## config.mk

```make
export PLATFORM = sky130hd
export DESIGN_NAME = rv_0_sys_ahb_arbiter
export DESIGN_NICKNAME = d
export VERILOG_FILES = /design/src/rtl/rv_0_sys_ahb_arbiter.sv
export SDC_FILE = /design/constraint.sdc
export NUM_CORES = 1
export LEC_CHECK = 0
export CAP_MARGIN = 20
export CORE_AREA = 2 2 133 135
export DETAILED_ROUTE_END_ITERATION = 7
export DIE_AREA = 0 0 135 137
export PLACE_DENSITY = 0.67
export SLEW_MARGIN = 20
export SYNTH_ARGS = -nofsm -noshare
export SYNTH_HDL_FRONTEND = slang
export SYNTH_SLANG_ARGS = --single-unit
```

## constraint.sdc

```tcl
create_clock -name cpu_clk -period 4.69 [get_ports cpu_clk]
set_clock_uncertainty 0.1 [all_clocks]
set_input_delay 0.7035 -clock cpu_clk [delete_from_list [all_inputs] [get_ports cpu_clk]]
set_output_delay 0.7035 -clock cpu_clk [all_outputs]
set_load 0.02 [all_outputs]
```

## src/rtl/rv_0_sys_ahb_arbiter.sv

```systemverilog
// Two-master AHB-Lite round-robin arbiter with a one-transfer hold register per master.
// Define AHB_ARB_LOCK_EN to honour HLOCK; otherwise the arbiter is pure round-robin.
module rv_0_sys_ahb_arbiter #(
    parameter int ADDR_W  = 32,
    parameter int DATA_W  = 32,
    parameter int RR_INIT = 0
) (
    input  logic              cpu_clk,
    input  logic              pad_cpu_rst_b,
    input  logic [1:0]        m0_htrans,
    input  logic [ADDR_W-1:0] m0_haddr,
    input  logic              m0_hwrite,
    input  logic [2:0]        m0_hsize,
    input  logic [2:0]        m0_hburst,
    input  logic [3:0]        m0_hprot,
    input  logic              m0_hlock,
    input  logic [DATA_W-1:0] m0_hwdata,
    output logic              m0_hready,
    output logic [DATA_W-1:0] m0_hrdata,
    output logic              m0_hresp,
    input  logic [1:0]        m1_htrans,
    input  logic [ADDR_W-1:0] m1_haddr,
    input  logic              m1_hwrite,
    input  logic [2:0]        m1_hsize,
    input  logic [2:0]        m1_hburst,
    input  logic [3:0]        m1_hprot,
    input  logic              m1_hlock,
    input  logic [DATA_W-1:0] m1_hwdata,
    output logic              m1_hready,
    output logic [DATA_W-1:0] m1_hrdata,
    output logic              m1_hresp,
    output logic [1:0]        biu_pad_htrans,
    output logic [ADDR_W-1:0] biu_pad_haddr,
    output logic              biu_pad_hwrite,
    output logic [2:0]        biu_pad_hsize,
    output logic [2:0]        biu_pad_hburst,
    output logic [3:0]        biu_pad_hprot,
    output logic              biu_pad_hlock,
    output logic [DATA_W-1:0] biu_pad_hwdata,
    input  logic [DATA_W-1:0] pad_biu_hrdata,
    input  logic              pad_biu_hready,
    input  logic [1:0]        pad_biu_hresp
);
    localparam logic RR_M = (RR_INIT != 0);

    logic [1:0]             req, own, rdy, cap;
    logic [1:0]             pend, pend_nxt, busy, busy_nxt;
    logic [1:0][ADDR_W-1:0] in_addr, hold_addr;
    logic [1:0]             in_write, hold_write;
    logic [1:0][2:0]        in_size, hold_size;
    logic [1:0][3:0]        in_prot, hold_prot;
    logic                   gnt, gnt_nxt, last, last_nxt;
    logic                   dvalid, dvalid_nxt, downer, accept;
    logic                   force_gnt, force_m;
    logic                   unused_in;

    assign req      = {m1_htrans[1], m0_htrans[1]};
    assign in_addr  = {m1_haddr, m0_haddr};
    assign in_write = {m1_hwrite, m0_hwrite};
    assign in_size  = {m1_hsize, m0_hsize};
    assign in_prot  = {m1_hprot, m0_hprot};
    assign unused_in = ^{m0_htrans[0], m1_htrans[0], m0_hburst, m1_hburst, pad_biu_hresp[1]};

    // A master is stalled from capture until its own data phase completes.
    assign own    = {dvalid & downer, dvalid & ~downer};
    assign rdy    = ~busy | (own & {2{pad_biu_hready}});
    assign cap    = rdy & req;
    assign accept = pad_biu_hready & pend[gnt];

    always_comb begin
        pend_nxt = pend;
        busy_nxt = busy;
        if (accept)
            pend_nxt[gnt] = 1'b0;
        if (pad_biu_hready && dvalid)
            busy_nxt[downer] = 1'b0;
        pend_nxt   = pend_nxt | cap;
        busy_nxt   = busy_nxt | cap;
        last_nxt   = accept ? gnt : last;
        dvalid_nxt = dvalid;
        if (accept)
            dvalid_nxt = 1'b1;
        else if (pad_biu_hready)
            dvalid_nxt = 1'b0;
    end

    // Grant only moves when the slave can take a new address, keeping the bus stable under waits.
    always_comb begin
        gnt_nxt = gnt;
        if (pad_biu_hready) begin
            if (force_gnt)
                gnt_nxt = force_m;
            else if (pend_nxt == 2'b11)
                gnt_nxt = ~last_nxt;
            else if (pend_nxt[0])
                gnt_nxt = 1'b0;
            else if (pend_nxt[1])
                gnt_nxt = 1'b1;
        end
    end

    always_ff @(posedge cpu_clk or negedge pad_cpu_rst_b) begin
        if (!pad_cpu_rst_b) begin
            pend   <= '0;
            busy   <= '0;
            gnt    <= RR_M;
            last   <= ~RR_M;
            dvalid <= 1'b0;
            downer <= 1'b0;
        end else begin
            pend   <= pend_nxt;
            busy   <= busy_nxt;
            gnt    <= gnt_nxt;
            last   <= last_nxt;
            dvalid <= dvalid_nxt;
            if (accept)
                downer <= gnt;
        end
    end

    always_ff @(posedge cpu_clk or negedge pad_cpu_rst_b) begin
        if (!pad_cpu_rst_b) begin
            hold_addr  <= '0;
            hold_write <= '0;
            hold_size  <= '0;
            hold_prot  <= '0;
        end else begin
            for (int i = 0; i < 2; i++) begin
                if (cap[i]) begin
                    hold_addr[i]  <= in_addr[i];
                    hold_write[i] <= in_write[i];
                    hold_size[i]  <= in_size[i];
                    hold_prot[i]  <= in_prot[i];
                end
            end
        end
    end

`ifdef AHB_ARB_LOCK_EN
    logic [1:0] hold_lock;
    logic       lock, lock_nxt, lockm, lockm_nxt;

    always_comb begin
        lock_nxt  = lock;
        lockm_nxt = lockm;
        if (accept) begin
            if (hold_lock[gnt]) begin
                lock_nxt  = 1'b1;
                lockm_nxt = gnt;
            end else if (gnt == lockm) begin
                lock_nxt  = 1'b0;
            end
        end
    end

    always_ff @(posedge cpu_clk or negedge pad_cpu_rst_b) begin
        if (!pad_cpu_rst_b) begin
            hold_lock <= '0;
            lock      <= 1'b0;
            lockm     <= 1'b0;
        end else begin
            lock  <= lock_nxt;
            lockm <= lockm_nxt;
            if (cap[0])
                hold_lock[0] <= m0_hlock;
            if (cap[1])
                hold_lock[1] <= m1_hlock;
        end
    end

    assign force_gnt     = lock_nxt;
    assign force_m       = lockm_nxt;
    assign biu_pad_hlock = hold_lock[gnt] & pend[gnt];
`else
    logic unused_lock;
    assign unused_lock   = ^{m0_hlock, m1_hlock};
    assign force_gnt     = 1'b0;
    assign force_m       = 1'b0;
    assign biu_pad_hlock = 1'b0;
`endif

    // Slave port: address stage from the granted hold register, data stage from the owner.
    assign biu_pad_htrans = pend[gnt] ? 2'b10 : 2'b00;
    assign biu_pad_haddr  = hold_addr[gnt];
    assign biu_pad_hwrite = hold_write[gnt];
    assign biu_pad_hsize  = hold_size[gnt];
    assign biu_pad_hprot  = hold_prot[gnt];
    assign biu_pad_hburst = 3'b000;
    assign biu_pad_hwdata = downer ? m1_hwdata : m0_hwdata;

    assign m0_hready = rdy[0];
    assign m1_hready = rdy[1];
    assign m0_hrdata = pad_biu_hrdata;
    assign m1_hrdata = pad_biu_hrdata;
    assign m0_hresp  = own[0] & pad_biu_hresp[0];
    assign m1_hresp  = own[1] & pad_biu_hresp[0];
endmodule

```

==> flow_summary_export.csv, run 1 <==
group,metric,value,unit
logic_synthesis,synth.top_cell.area_share,45.65,%
sta,relSlewSlack,40.31,%
layout,final_cell_area,0.007002,mm2
critical_path,timing.rr.end,"hold_addr[46]",
sta,hold_viol,0,
sta,fin_ws,1295,ps
logic_synthesis,yosys.area_share.xor_xnor,0,%
logic_synthesis,synth_top_family_by_area,"multiplexers",
critical_path,crit_fanout,22,
global_routing,grt_start_max_net_pins,48,
logic_synthesis,yosysMostFrequentCell,"mux2_2",
place,gp_congestion,0.8248,
logic_synthesis,synth_fa_ha_area_share,0,%
power_and_ir_drop,peakVddDrop,297.1,uV
global_routing,grt_pass1_vias,3591,
clock_network,clockBufferDepth,2,
clock_network,clockRootBuffer,"clkbuf_16",
route,wl,15.19,mm
logic_synthesis,ys.warnings.count,0,
route,drc_errors,0,
sta,rsz0062_at_grt,"false",
route,ant_nets,0,
logic_synthesis,synth_edf_count,0,
logic_synthesis,synth.area.top_cells,"dfrtp_1 46%, mux2_2 36%, buf_4 11%",
critical_path,crit_end,"biu_pad_hwdata[17]",
floorplan,ios,339,
critical_path,rr_startpoint,"downer",
logic_synthesis,netlist_instances,356,
sta,final.min_clock_period,3395,ps
clock_network,cts.reportedPaths.clkPinSlew,60,ps
clock_network,htree_levels,3,
layout,area_growth,46.80,%
power_and_ir_drop,power,3.876,mW
layout,stdcell_count,743,
clock_network,insertion_delay,340,ps
critical_path,endpoint_kind,"output port",
job,max_cap_viol_count,0,
logic_synthesis,ys_seq_area_share,46.20,%
place,io_buffer_count,226,
sta,finalSetupViolCount,0,
floorplan,die_w,135,um
global_routing,antenna_found_initial,0,
sta,timing.final.crit_share,72.38,%
floorplan,core,0.01706,mm2
floorplan,start_util,27.96,%
clock_network,cts_buffers,9,
route,via_per_inst,4.444,
logic_synthesis,syn_avg_cell_area,13.40,um2
logic_synthesis,synth_mux_area_share,36.36,%
power_and_ir_drop,p_leak,2.781,nW
clock_network,cts_hold_buf,0,
route,vias,3302,
logic_synthesis,synth-compound-area-share,1.784,%
critical_path,critical_path_class,"reg -> out",
layout,n_antenna_cell,0,
critical_path,cp.arrival,2590,ps
layout,drive_gt1_share,34.75,%
clock_network,cts_tree,"yes",
critical_path,required,3890,ps
sta,slew_viol_final,0,
sta,fmax,0.2946,GHz
critical_path,r2r_setup_slack,2200,ps
logic_synthesis,synth_seq_cells,88,
logic_synthesis,netlist_area,0.004770,mm2
logic_synthesis,yosys-top-cells-count,"154 x mux2_2, 87 x dfrtp_1, 72 x buf_4",
route,routedWlPerCell,20.45,um
status,status,"complete, no violations",
place,placed_cells,728,
global_routing,grt_pass1_wl,21.74,mm
hold_path,hp-class,"in -> async",
logic_synthesis,yosysUniqueCellTypes,22,
sta,worstMarginPinSlew,895.4,ps
route,dr.pass1.iters,4,
sta,setup_tns,0,ps
clock_network,ctsResizeCount,0,
route,drt_iter0_drc,80,
logic_synthesis,synthArstFlopShare,100.0,%
logic_synthesis,synthFlopType,"dfrtp_1",
place,dpl.hpwl,11.62,mm
power_and_ir_drop,p_per_area,553.5,mW/mm2
critical_path,worst-r2r-cell-count,4,
clock_network,cts_sinks,88,
critical_path,setup.worst_path.start,"downer",
global_routing,gr-total-overflow,0,
logic_synthesis,yosys.area.top_type,"dfrtp_1",
layout,nets,707,
clock_network,cts_setup_buffers,0,
global_routing,groute.usage.overall,16.02,%
place,pre_cts_ws,1516,ps
floorplan,std_cell_rows,48,
critical_path,cp-start-kind,"register",
place,dpl_cell_area,0.006706,mm2
logic_synthesis,synth-simple-area-share,1.705,%
floorplan,die_h,137,um
floorplan,dieArea,0.01850,mm2
## layout by cell type (no fill, tap or decap), types with 2 or more instances in the layout
master and instances:
buf_4 5, conb_1 5, nor2_1 3, nand2b_1 2, a21oi_1 4, a21o_1 2, dfrtp_1 86, clkdlybuf4s50_1 225
clkbuf_8 3, clkinv_4 3, mux2_2 154, nand2_1 6, clkbuf_16 9, a21boi_4 2
## layout make-up
class,count,area (um2)
Clock inverter,3,26.28
Tap cell,225,281.5
Sequential cell,88,2207
Multi-Input combinational cell,184,1927
Clock buffer,12,266.5
Inverter,1,3.754
Timing Repair Buffer,230,2290
Fill cell,1582,10050
## state kept, by name, indices dropped and copies added (netlist names)
register / flops
hold_addr: 64
busy: 2
hold_prot: 8
hold_size: 6
last: 1
hold_write: 2
downer: 1
dvalid: 1
gnt: 1
pend: 2
## routing by layer
layer / wire length [um] / up-vias / global-route usage, % / part of all wire, %
met5: 0 / - / 0.2778 / 0
met4: 457 / 0 / 7.407 / 3.0
met3: 1871 / 22 / 8.333 / 12
met2: 7567 / 227 / 27.83 / 50
met1: 5297 / 1570 / 15.88 / 35
li1: - / 1483 / - / -
## through the flow
stage / hold slack (ps) / util (%)
global route: 276.9 / 41.05
global placement: 382.8 / 39.32
finish: 252.4 / 41.05
floorplan: 307.9 / -
CTS: 251.1 / 41.04
detailed placement: 391.8 / 39.32
## cell families after synthesis
family          after synthesis
flops                        88
mux                         154
compound gates               11
simple gates                 14
other cells                   1
buf+inv                      88
## how the worst min path moves through the flow
| stage | slack [ps] | depth (start not counted) | endpoint | from |
|---|---|---|---|---|
| 4_1_cts | 250 | 1 | hold_addr[33] | pad_cpu_rst_b |
| 2_1_floorplan | 310 | 0 | busy[0] | pad_cpu_rst_b |
| 5_1_grt | 280 | 1 | hold_addr[35] | pad_cpu_rst_b |
| 6_report | 250 | 1 | hold_addr[35] | pad_cpu_rst_b |
| 3_3_place_gp | 380 | 1 | hold_addr[43] | hold_addr[43] |
| 3_5_place_dp | 390 | 1 | hold_size[5] | hold_size[5] |
## worst max-delay path, cell delays in order, from the launching register on
cell,delay (ps)
dfrtp_1,930
buf_4,380
mux2_2,360
clkdlybuf4s50_1,570
## power breakdown
group          switching, mW  total, mW  internal (mW)
registers              0.239       1.36           1.12
logic                  0.727       1.81           1.08
clock network          0.301      0.703          0.403
total                   1.27       3.88           2.61
No activity file was read; power rests on OpenSTA's default activity.
==> run 2, diff against run 1 <==
Settings changed: PLACE_DENSITY 0.67 to 0.7.
Clock period 4.69 ns to 2.7 ns, I/O delays scaled along.
==> flow_summary_export.csv, run 2 (same netlist as run 1, synthesis figures left out) <==
group,metric,value,unit
critical_path,required,2190,ps
global_routing,grt_pass1_wl,21.88,mm
sta,setup_tns,0,ps
layout,largest_reg_flops,64,
place,placed_cells,733,
sta,final.min_clock_period,2480,ps
floorplan,core,0.01706,mm2
global_routing,grt_pass1_vias,3772,
hold_path,hp-class,"in -> async",
clock_network,clockRootBuffer,"clkbuf_16",
global_routing,antenna_found_initial,3,
route,routedWlPerCell,20.02,um
route,drc_errors,0,
place,gp_congestion,0.7942,
job,max_cap_viol_count,0,
power_and_ir_drop,p_per_area,964.7,mW/mm2
place,io_buffer_count,226,
clock_network,htree_levels,3,
clock_network,cts.reportedPaths.clkPinSlew,70,ps
layout,layout_common_cells,"225 x clkdlybuf4s50_1, 154 x mux2_2, 86 x dfrtp_1",
layout,post-route-util,41.59,%
route,drt_iter0_drc,44,
clock_network,cts_hold_buf,0,
critical_path,critical_path_class,"reg -> out",
route,via_per_inst,4.459,
floorplan,dieArea,0.01850,mm2
clock_network,cts_sinks,88,
power_and_ir_drop,p_leak,2.826,nW
sta,timing.final.crit_share,91.85,%
critical_path,worst-r2r-cell-count,5,
clock_network,ctsResizeCount,0,
floorplan,std_cell_rows,48,
place,dpl.hpwl,11.81,mm
status,status,"complete, no violations",
route,wl,15.05,mm
floorplan,die_h,137,um
sta,finalSetupViolCount,0,
sta,rsz0062_at_grt,"false",
route,ant_nets,0,
clock_network,insertion_delay,340,ps
clock_network,cts_setup_buffers,0,
floorplan,start_util,27.96,%
global_routing,groute.usage.overall,15.98,%
global_routing,grt_start_max_net_pins,52,
layout,stdcell_count,752,
sta,fmax,0.4032,GHz
clock_network,cts_buffers,9,
layout,n_fill_cell,1564,
sta,holdWs,5.026,ps
critical_path,crit_fanout,27,
clock_network,cts_tree,"yes",
layout,nets,712,
layout,top_regs,"hold_addr (64), hold_prot (8), hold_size (6)",
layout,final_common_cell,"clkdlybuf4s50_1",
clock_network,clockBufferDepth,2,
route,dr.pass1.iters,4,
critical_path,cp-start-kind,"register",
critical_path,endpoint_kind,"output port",
layout,largest-register,"hold_addr",
route,vias,3353,
floorplan,die_w,135,um
global_routing,gr-total-overflow,0,
sta,worstMarginPinSlew,672.9,ps
sta,hold_viol,0,
power_and_ir_drop,power,6.844,mW
sta,slew_viol_final,0,
critical_path,cp.arrival,1980,ps
layout,drive_gt1_share,35.50,%
sta,relSlewSlack,55.14,%
power_and_ir_drop,peakVddDrop,820.0,uV
layout,area_growth,48.74,%
floorplan,ios,339,
-- run 2: stage by stage --
stage	worst slack (ps)	area [um2]
after global placement	346.7	6782
final	219.9	7094
after floorplan	992.6	4785
after detailed placement	354.8	6782
after global routing	133.9	7092
after CTS	191.3	7087
-- run 2: final timing paths --
kind / startpoint / endpoint / slack, ps
worst max-delay path: downer / biu_pad_hwdata[0] / 220
worst min-delay path: pad_cpu_rst_b / hold_prot[4] / 5
worst max register to register: downer / hold_addr[8] / 730
worst min register to register: hold_addr[29] / hold_addr[29] / 400
max in group asynchronous: pad_cpu_rst_b / hold_addr[40] / 1830
min in group cpu_clk: hold_addr[29] / hold_addr[29] / 400
-- run 2: critical path: stages, from the launching register on --
cell,delay [ps]
dfrtp_1,340
buf_4,320
mux2_2,410
clkdlybuf4s50_1,550
-- run 2: cell type report --
type / count / area [um2] / area share, %
antenna: 3 / 7.507 / 0.1058
tap: 225 / 281.5 / 3.968
sequential: 88 / 2205 / 31.08
multi-input combinational: 184 / 1927 / 27.16
clock inverter: 6 / 66.31 / 0.9347
inverter: 1 / 3.754 / 0.05291
timing repair buffer: 235 / 2365 / 33.33
clock buffer: 10 / 239.0 / 3.369
-- run 2: power breakdown --
part	internal (mW)	leakage, nW	total, mW	switching (mW)
clock	0.747	0.153	1.27	0.524
sequential	1.95	1.05	2.25	0.304
combinational	1.92	1.62	3.32	1.40
-- run 2: layer usage --
layer	global-route usage, %	wire length (um)	vias to the layer above
met4	6.308	342	0
met3	8.778	1966	17
met2	27.81	7521	209
met1	15.96	5222	1634
li1	-	-	1493
met5	0	0	-
==> run 3, diff against run 2 <==
Settings changed: CORE_AREA 2 2 133 135 to 2 2 131 133, CTS_BUF_LIST from default to sky130_fd_sc_hd__clkbuf_4 sky130_fd_sc_hd__clkbuf_8, DIE_AREA 0 0 135 137 to 0 0 133 135, GPL_TIMING_DRIVEN from default to 0, PLACE_DENSITY 0.7 to 0.71.
==> flow_summary_export.csv, run 3 (same netlist as run 1, synthesis figures left out) <==
group,metric,value,unit
critical_path,r2r_setup_slack,810,ps
global_routing,grt_pass1_wl,25.05,mm
route,wl,17.05,mm
critical_path,cp.arrival,2090,ps
clock_network,htree_levels,3,
sta,holdWs,242.7,ps
hold_path,whs_endpoint,"gnt",
critical_path,crit_slowest_cell,"clkdlybuf4s50_1",
sta,fin_ws,102.0,ps
sta,worstMarginPinSlew,513.1,ps
layout,final_cell_area,0.008247,mm2
power_and_ir_drop,p_per_area,838.7,mW/mm2
clock_network,cts_setup_buffers,0,
place,gp_congestion,0.8350,
sta,hold_viol,0,
layout,largest_reg_flops,64,
critical_path,cp-start-kind,"register",
route,dr.pass1.iters,6,
sta,final.min_clock_period,2598,ps
route,via_per_inst,4.383,
critical_path,max_stage_delay,570,ps
place,dpl_cell_area,0.007978,mm2
layout,final_common_cell,"clkdlybuf4s50_1",
power_and_ir_drop,power,6.916,mW
layout,top_regs,"hold_addr (64), hold_prot (8), hold_size (6)",
layout,regArea,0.002205,mm2
clock_network,cts.reportedPaths.clkPinSlew,80,ps
layout,n_fill_cell,1425,
floorplan,dieArea,0.01796,mm2
sta,setup_tns,0,ps
clock_network,clockBufferDepth,2,
floorplan,die_h,135,um
layout,area_growth,72.90,%
sta,fmax,0.3849,GHz
critical_path,critical_path_class,"reg -> out",
floorplan,start_util,29.07,%
layout,drive_gt1_share,39.64,%
hold_path,min_path_cells,2,
critical_path,required,2190,ps
global_routing,use_met1,20.32,%
place,io_buffer_count,289,
route,drc_errors,0,
power_and_ir_drop,peakVddDrop,550.9,uV
layout,stdcell_count,892,
layout,layout_common_cells,"288 x clkdlybuf4s50_1, 154 x mux2_2, 86 x dfrtp_1",
place,dpl.hpwl,14.33,mm
clock_network,cts_buffers,9,
critical_path,worst-r2r-cell-count,5,
critical_path,timing.rr.end,"hold_addr[58]",
layout,multi_input_area,0.001919,mm2
sta,relSlewSlack,65.60,%
layout,post-route-util,50.26,%
sta,rsz0062_at_grt,"false",
route,drt_iter0_drc,50,
clock_network,insertion_delay,360,ps
power_and_ir_drop,p_leak,3.424,nW
floorplan,ios,339,
global_routing,grt_pass1_vias,4313,
global_routing,grtUsageMet3,7.545,%
floorplan,die_w,133,um
critical_path,cp_cell_sequence,"buf_4, buf_2, mux2_2, clkdlybuf4s50_1",
route,ant_nets,0,
place,pre_cts_ws,85.22,ps
sta,timing.final.crit_share,96.22,%
hold_path,worstHoldStart,"pad_biu_hready",
sta,slew_viol_final,0,
global_routing,use_met2,32.18,%
global_routing,antenna_found_initial,7,
status,status,"complete, no violations",
clock_network,cts_tree,"yes",
floorplan,core,0.01641,mm2
critical_path,crit_fanout,10,
hold_path,hp-class,"in -> reg",
global_routing,grt_start_max_net_pins,53,
critical_path,endpoint_kind,"output port",
clock_network,cts_sinks,88,
route,vias,3910,
layout,largest-register,"hold_addr",
route,routedWlPerCell,19.11,um
global_routing,busiest_layer,"met2",
global_routing,groute.usage.overall,18.75,%
floorplan,std_cell_rows,47,
critical_path,rr_startpoint,"downer",
job,max_cap_viol_count,0,
place,placed_cells,870,
clock_network,clockRootBuffer,"clkbuf_8",
global_routing,gr-total-overflow,0,
sta,finalSetupViolCount,0,
layout,nets,854,
-- run 3: cell types whose count changed in the layout (fill, tap and decap cells not counted), sizes merged --
cell and delta:
clkinvlp +1, buf +76, clkdlybuf4s50 +63, dlygate4sd3 +1
bufinv +2, clkbuf +2, inv -2, clkinv -1
diode +3
-- run 3: worst max-delay path: cells and delay by family, from the launching register on --
family,cells,cell delay (ps)
multiplexers,1,360
flip-flops,1,350
buffers and inverters,3,1020
-- run 3: per-layer routing --
layer	up-vias	share of wire, %
met3	32	9.4
met5	-	0.076
met1	1908	37
met4	2	2.8
li1	1774	-
met2	194	50
-- run 3: repair_timing --
| item | CTS | global route |
|---|---|---|
| pin swaps | 0 | 0 |
| setup endpoints to repair | 38 | 2 |
| hold endpoints to repair | 35 | 0 |
| cloned | 0 | 0 |
| hold buffers | 1 | 0 |
| gates resized for setup | 2 | 2 |
-- run 3: worst max path at each step --
stage	start	endpoint	slack (ps)	cells past startpoint
after floorplan	gnt	biu_pad_haddr[0]	990	3
after global placement	pad_cpu_rst_b	hold_addr[56]	-2010	1
after detailed placement	gnt	biu_pad_haddr[26]	90	4
after CTS	gnt	biu_pad_haddr[12]	20	3
after global routing	downer	biu_pad_hwdata[25]	4	4
final	downer	biu_pad_hwdata[0]	100	4
-- run 3: area by class of cell --
type | instances | area share (%)
antenna | 6 | 0.1821
buffer | 86 | 8.026
inverter | 1 | 0.04552
tap | 220 | 3.338
sequential | 88 | 26.73
clock buffer | 10 | 1.593
timing repair buffer | 291 | 35.50
multi-input combinational | 184 | 23.27
clock inverter | 6 | 1.305
-- run 3: power by group --
part / internal (mW) / leakage, nW / switching (mW)
clock network: 0.622 / 0.120 / 0.465
registers: 1.94 / 1.05 / 0.327
logic: 2.07 / 2.25 / 1.49
